$ cat config.mk
export PLATFORM = sky130hd
export DESIGN_NAME = uart_bus_master
export DESIGN_NICKNAME = d
export VERILOG_FILES = /design/src/rtl/uart_bus_master.sv
export SDC_FILE = /design/constraint.sdc
export NUM_CORES = 1
export LEC_CHECK = 0
export BUFFER_PORTS_ARGS = -buffer_cell sky130_fd_sc_hd__buf_2
export CORE_UTILIZATION = 45
export DETAILED_ROUTE_END_ITERATION = 8
export PLACE_DENSITY = 0.65
export SLEW_MARGIN = 20
export SYNTH_ARGS = -nofsm -noshare
export SYNTH_HDL_FRONTEND = slang
export SYNTH_SLANG_ARGS = --single-unit
$ cat constraint.sdc
create_clock -name clk -period 2.5 [get_ports clk]
set_input_delay 0.5 -clock clk [delete_from_list [all_inputs] [get_ports clk]]
set_output_delay 0.5 -clock clk [all_outputs]
set_load 0.05 [all_outputs]
$ cat src/rtl/uart_bus_master.sv
// UART-to-bus bridge: serial commands (write 0x01 / read 0x02) drive a single-beat
// 32-bit bus transfer, and the result goes back over tx as ACK/NAK or read data.
module uart_bus_master #(
    parameter int DIVISION     = 867,
    parameter int TIMEOUT_BITS = 32
) (
    input  logic        clk,
    input  logic        reset,
    input  logic        rx,
    output logic        tx,
    output logic        valid,
    input  logic        ready,
    output logic [31:0] address,
    output logic [3:0]  wstrobe,
    output logic [31:0] wdata,
    input  logic [31:0] rdata,
    output logic        busy
);

    localparam int CNT_W = (DIVISION < 2) ? 1 : $clog2(DIVISION + 1);
    localparam logic [CNT_W-1:0] DIV_VAL  = CNT_W'(DIVISION);
    localparam logic [CNT_W-1:0] HALF_VAL = CNT_W'(DIVISION / 2);
    localparam int TMO_LIMIT = TIMEOUT_BITS * (DIVISION + 1);
    localparam int TMO_W     = $clog2(TMO_LIMIT + 1);
    localparam logic [TMO_W-1:0] TMO_MAX = TMO_W'(TMO_LIMIT);

    localparam logic [1:0] RX_IDLE  = 2'd0;
    localparam logic [1:0] RX_START = 2'd1;
    localparam logic [1:0] RX_DATA  = 2'd2;
    localparam logic [1:0] RX_STOP  = 2'd3;

    localparam logic [2:0] ST_CMD  = 3'd0;
    localparam logic [2:0] ST_ADDR = 3'd1;
    localparam logic [2:0] ST_DATA = 3'd2;
    localparam logic [2:0] ST_BUS  = 3'd3;
    localparam logic [2:0] ST_RESP = 3'd4;

    logic             rxMeta_q, rxSync_q;
    logic [1:0]       rxState_q, rxState_d;
    logic [CNT_W-1:0] rxCnt_q, rxCnt_d;
    logic [2:0]       rxBit_q, rxBit_d;
    logic [7:0]       rxShift_q, rxShift_d;
    logic             rxDone, rxErr, midBit, endBit;

    logic [2:0]       state_q, state_d;
    logic             isWrite_q, isWrite_d;
    logic [1:0]       byteCnt_q, byteCnt_d;
    logic [31:0]      address_q, address_d;
    logic [31:0]      wdata_q, wdata_d;
    logic [3:0]       wstrobe_q, wstrobe_d;
    logic             valid_q, valid_d;
    logic [31:0]      respBuf_q, respBuf_d;
    logic [2:0]       respLeft_q, respLeft_d;
    logic [TMO_W-1:0] tmo_q, tmo_d;

    logic             txActive_q, txActive_d;
    logic [8:0]       txShift_q, txShift_d;
    logic [3:0]       txBits_q, txBits_d;
    logic [CNT_W-1:0] txCnt_q, txCnt_d;
    logic             tx_q, tx_d;
    logic             txLoad;

    // Receiver: each bit is sampled once, when its down-counter passes the middle value.
    always_comb begin
        rxState_d = rxState_q;
        rxCnt_d   = rxCnt_q;
        rxBit_d   = rxBit_q;
        rxShift_d = rxShift_q;
        rxDone    = 1'b0;
        rxErr     = 1'b0;
        midBit    = (rxCnt_q == HALF_VAL);
        endBit    = (rxCnt_q == '0);
        if (rxState_q != RX_IDLE) begin
            rxCnt_d = endBit ? DIV_VAL : rxCnt_q - CNT_W'(1);
        end
        case (rxState_q)
            RX_IDLE: begin
                if (!rxSync_q) begin
                    rxState_d = RX_START;
                    rxCnt_d   = DIV_VAL;
                end
            end
            RX_START: begin
                if (midBit && rxSync_q) begin
                    rxState_d = RX_IDLE;
                end else if (endBit) begin
                    rxState_d = RX_DATA;
                    rxBit_d   = 3'd0;
                end
            end
            RX_DATA: begin
                if (midBit) begin
                    rxShift_d = {rxSync_q, rxShift_q[7:1]};
                end
                if (endBit) begin
                    if (rxBit_q == 3'd7) begin
                        rxState_d = RX_STOP;
                    end
                    rxBit_d = rxBit_q + 3'd1;
                end
            end
            RX_STOP: begin
                // Returning to idle at mid-stop lets a back-to-back start bit be caught.
                if (midBit) begin
                    rxState_d = RX_IDLE;
                    rxDone    = rxSync_q;
                    rxErr     = !rxSync_q;
                end
            end
            default: rxState_d = RX_IDLE;
        endcase
    end

    always_comb begin
        state_d    = state_q;
        isWrite_d  = isWrite_q;
        byteCnt_d  = byteCnt_q;
        address_d  = address_q;
        wdata_d    = wdata_q;
        wstrobe_d  = wstrobe_q;
        valid_d    = valid_q;
        respBuf_d  = respBuf_q;
        respLeft_d = respLeft_q;
        txActive_d = txActive_q;
        txShift_d  = txShift_q;
        txBits_d   = txBits_q;
        txCnt_d    = txCnt_q;
        tx_d       = tx_q;
        txLoad     = 1'b0;

        // Transmitter; a pending response byte is loaded on the very edge the stop bit ends.
        if (txActive_q) begin
            if (txCnt_q == '0) begin
                txCnt_d = DIV_VAL;
                if (txBits_q == 4'd0) begin
                    if (respLeft_q != 3'd0) begin
                        txLoad = 1'b1;
                    end else begin
                        txActive_d = 1'b0;
                        tx_d       = 1'b1;
                        if (state_q == ST_RESP) begin
                            state_d = ST_CMD;
                        end
                    end
                end else begin
                    tx_d      = txShift_q[0];
                    txShift_d = {1'b1, txShift_q[8:1]};
                    txBits_d  = txBits_q - 4'd1;
                end
            end else begin
                txCnt_d = txCnt_q - CNT_W'(1);
            end
        end else if (state_q == ST_RESP && respLeft_q != 3'd0) begin
            txLoad = 1'b1;
        end
        if (txLoad) begin
            tx_d       = 1'b0;
            txShift_d  = {1'b1, respBuf_q[7:0]};
            txBits_d   = 4'd9;
            txCnt_d    = DIV_VAL;
            txActive_d = 1'b1;
            respBuf_d  = {8'h00, respBuf_q[31:8]};
            respLeft_d = respLeft_q - 3'd1;
        end

        tmo_d = '0;
        if ((state_q == ST_ADDR || state_q == ST_DATA) && rxState_q == RX_IDLE) begin
            tmo_d = tmo_q + TMO_W'(1);
        end

        case (state_q)
            ST_CMD: begin
                if (rxDone) begin
                    byteCnt_d = 2'd0;
                    if (rxShift_q == 8'h01 || rxShift_q == 8'h02) begin
                        isWrite_d = (rxShift_q == 8'h01);
                        state_d   = ST_ADDR;
                    end else begin
                        respBuf_d  = 32'h0000_0015;
                        respLeft_d = 3'd1;
                        state_d    = ST_RESP;
                    end
                end
            end
            ST_ADDR: begin
                if (rxErr || (!rxDone && tmo_q == TMO_MAX)) begin
                    state_d = ST_CMD;
                end else if (rxDone) begin
                    address_d = {rxShift_q, address_q[31:8]};
                    byteCnt_d = byteCnt_q + 2'd1;
                    if (byteCnt_q == 2'd3) begin
                        if (isWrite_q) begin
                            state_d = ST_DATA;
                        end else begin
                            state_d   = ST_BUS;
                            valid_d   = 1'b1;
                            wstrobe_d = 4'b0000;
                        end
                    end
                end
            end
            ST_DATA: begin
                if (rxErr || (!rxDone && tmo_q == TMO_MAX)) begin
                    state_d = ST_CMD;
                end else if (rxDone) begin
                    wdata_d   = {rxShift_q, wdata_q[31:8]};
                    byteCnt_d = byteCnt_q + 2'd1;
                    if (byteCnt_q == 2'd3) begin
                        state_d   = ST_BUS;
                        valid_d   = 1'b1;
                        wstrobe_d = 4'b1111;
                    end
                end
            end
            ST_BUS: begin
                if (valid_q && ready) begin
                    valid_d    = 1'b0;
                    wstrobe_d  = 4'b0000;
                    state_d    = ST_RESP;
                    respBuf_d  = isWrite_q ? 32'h0000_0006 : rdata;
                    respLeft_d = isWrite_q ? 3'd1 : 3'd4;
                end
            end
            ST_RESP: begin
            end
            default: state_d = ST_CMD;
        endcase
    end

    always_ff @(posedge clk) begin
        if (!reset) begin
            rxMeta_q   <= 1'b1;
            rxSync_q   <= 1'b1;
            rxState_q  <= RX_IDLE;
            rxCnt_q    <= '0;
            rxBit_q    <= 3'd0;
            rxShift_q  <= 8'h00;
            state_q    <= ST_CMD;
            isWrite_q  <= 1'b0;
            byteCnt_q  <= 2'd0;
            address_q  <= 32'h0;
            wdata_q    <= 32'h0;
            wstrobe_q  <= 4'b0000;
            valid_q    <= 1'b0;
            respBuf_q  <= 32'h0;
            respLeft_q <= 3'd0;
            tmo_q      <= '0;
            txActive_q <= 1'b0;
            txShift_q  <= 9'h1FF;
            txBits_q   <= 4'd0;
            txCnt_q    <= '0;
            tx_q       <= 1'b1;
        end else begin
            rxMeta_q   <= rx;
            rxSync_q   <= rxMeta_q;
            rxState_q  <= rxState_d;
            rxCnt_q    <= rxCnt_d;
            rxBit_q    <= rxBit_d;
            rxShift_q  <= rxShift_d;
            state_q    <= state_d;
            isWrite_q  <= isWrite_d;
            byteCnt_q  <= byteCnt_d;
            address_q  <= address_d;
            wdata_q    <= wdata_d;
            wstrobe_q  <= wstrobe_d;
            valid_q    <= valid_d;
            respBuf_q  <= respBuf_d;
            respLeft_q <= respLeft_d;
            tmo_q      <= tmo_d;
            txActive_q <= txActive_d;
            txShift_q  <= txShift_d;
            txBits_q   <= txBits_d;
            txCnt_q    <= txCnt_d;
            tx_q       <= tx_d;
        end
    end

    assign tx      = tx_q;
    assign valid   = valid_q;
    assign address = address_q;
    assign wdata   = wdata_q;
    assign wstrobe = wstrobe_q;
    assign busy    = (state_q != ST_CMD);

endmodule

==> out/results.ini <==
[global_route]
grt_max_degree=69
antenna_found_initial=0
grt_overflow=0
track_usage=0.191
grt_pass1_vias=5375
grt_pass1_wl_um=25500

[placed_design]
port_buffers=106
dp.final_hpwl_um=10400
pre_cts_ws_ns=0.233
dp.cells=1135
routabilityCongestion=0.828

[setup_path]
critPathTopFamily=simple AND/OR/NAND/NOR gates
cp_num_buf_inv=2
critPathMaxFanout=35
slowest_stage=dfxtp_1
worst_r2r_path_depth=9
critPathKind=reg -> reg
cp.depth=9
worst_ep_arrival_time_ns=2.58
critPathMaxStageDelay_ns=0.32
required_ns=2.81
cp-end-kind=register
start_kind=register
path_cells=inv_1 > ha_1 > nor4b_2 > nand4b_2 > a21boi_4 > buf_12 > nor2b_1 > a22oi_1 > nor2_1

[sta]
worst_slack_ns=0.228
tightest_slew_ns=0.604
rsz0062_at_grt=no
max_freq_ghz=0.440
fin_crit_sh=0.909
hold_ws_ns=0.262
slew_viol_final=0
setup_tns_ns=0
finClkSkew_ns=0.0125
layout_min_cycle_time_ns=2.27
slew_headroom=0.596
setup_viol=0
hold_viol_final=0

[synth]
synth_common_cells=nand2_1, dfxtp_1, a21oi_1
yosysSeqAreaShare=0.475
ys_types=59
postSynthAreaPerCell_sq_um=8.47
syn-num-nets=900
yosysTopAreaCell=dfxtp_1
synthFlopType=dfxtp_1
synth_area_leaders=dfxtp_1, nand2_1, a21oi_1
synth-seq-cells=171
syn_inst=851
yosysWarningCount=0
synth_edf_count=0
synth.cell_area_sq_um=7210
async_flop_share=0
synth_top_area_frac=0.475
yosysMostFrequentCell=nand2_1

[cts]
cts.hold.buffers_added=0
cts_sinks=171
clock_latency_ns=0.43
cts_root_buf=clkbuf_16
clockBufferDepth=2
post_cts_buffers=0
htree_levels=4
cts_tree=yes
cts_resized=0
cts_buffers=17
cts.clk_slew.worst_paths_ns=0.07

[routing]
drt_iter0_markers=386
ant_nets=0
routed-via-count=5921
totalWireLength_um=15500
first_pass_iters=6
drcViolationCount=0
wire_per_inst_um=13.3
vias_per_cell=5.07

[cells_and_area]
final_cell_count_no_fill=1167
area_growth_pct=18.2
drive_gt1_frac=0.180
n_antenna_cell=0
nNetsFinal=992
fill_cells=1477

[floorplan]
fp-row-count=45
core_sq_um=15400
die_w_um=129
initial_core_util=0.467
dieArea_sq_um=16500
io_pins=107
chipHeight_um=129

[flow_run]
maxCapViolCount=0

[power]
power_density_nw_per_um2=655
power.leakage_nw=3.28
ir_worst_vdd_uv=548

[status]
outcome=finished, final reports clean

[hold_path]
whs_path_depth=2
hold_path_class=in -> reg

-- worst paths after layout --
kind / endpoint / slack (ns) / startpoint
min reg2reg: rxSync_q / 0.41 / rxMeta_q
max reg2reg: respBuf_q[30] / 0.23 / txCnt_q[0]
min: rxMeta_q / 0.26 / rx
max: respBuf_q[30] / 0.23 / txCnt_q[0]
-- metal layers --
metal / part of all wire / GRT usage / wire (um)
met4: 0.0087 / 0.0588 / 135
met2: 0.45 / 0.307 / 7030
met1: 0.49 / 0.254 / 7650
met3: 0.045 / 0.0478 / 696
met5: 0 / 0 / 0
-- layout by cell type (no fill, tap or decap), types with 3 or more instances in the layout --
cell,count
a211oi_1,4
a21boi_0,3
a21oi_1,102
a22oi_1,8
and2_1,3
and3_1,9
buf_12,4
buf_2,106
buf_4,15
clkbuf_16,17
clkinv_2,6
clkinvlp_4,4
dfxtp_1,171
ha_1,13
inv_1,19
mux2i_1,41
nand2_1,186
nand2b_1,6
nand3_1,8
nand3b_1,4
nand4_1,7
nor2_1,64
nor2b_1,5
nor3_1,19
nor3b_1,3
nor4_1,4
nor4_4,3
nor4b_1,3
o21a_1,4
o21ai_0,17
o21ai_1,18
o22ai_1,6
or3_1,4
or4_1,5
xnor2_1,13
xor2_1,15
-- logic make-up after synthesis --
group / Yosys count / synth area share
fa+ha+maj: 13 / 0.0226
flops: 171 / 0.475
simple gates: 347 / 0.227
mux: 41 / 0.0569
buf+inv: 72 / 0.0444
xor+xnor: 28 / 0.0340
compound gates: 179 / 0.141
-- worst reg2reg max path: stages (launching register included) --
cell and delay [ns]:
dfxtp_1 0.32, inv_1 0.08, ha_1 0.18, nor4b_2 0.28
nand4b_2 0.28, a21boi_4 0.29, buf_12 0.27, nor2b_1 0.21
a22oi_1 0.18, nor2_1 0.06
-- registers in the layout (all words and copies together), names as in the netlist, named ones only --
name and cells:
txCnt_q 10, tx 1, rxState_q 1, state_q 3, txShift_q 8, txActive_q 1
valid 1, wstrobe 1, isWrite_q 1, rxMeta_q 1, respBuf_q 32, byteCnt_q 2
wdata 32, rxBit_q 3, txBits_q 4, rxCnt_q 10, rxShift_q 8, address 32
tmo_q 15, respLeft_q 3, rxSync_q 1
-- power by group --
group | total, mW | switching [mW] | internal (mW) | leakage, nW
logic | 0.293 | 0.170 | 0.122 | 1.63
clock network | 2.49 | 1.10 | 1.39 | 0.268
registers | 2.80 | 0.0464 | 2.76 | 1.38
total | 5.59 | 1.31 | 4.27 | 3.28
-- per-stage QoR --
step                      utilization  power (mW)  instance area, sq um
after floorplan                     -        3.05                  7210
after global placement          0.516        3.15                  7970
after detailed placement        0.516        3.15                  7970
after CTS                       0.553        5.64                  8530
after global routing            0.553        5.79                  8530
final                           0.553        5.59                  8530
-- final cells by class --
class | instances | area, sq um | area share
inverter | 20 | 76.3 | 0.00895
clock inverter | 14 | 120 | 0.0141
tap | 211 | 264 | 0.0310
timing repair buffer | 125 | 723 | 0.0848
clock buffer | 18 | 439 | 0.0515
multi-input combinational | 608 | 3480 | 0.408
sequential | 171 | 3420 | 0.401
No activity file was read; power rests on OpenSTA's default activity.
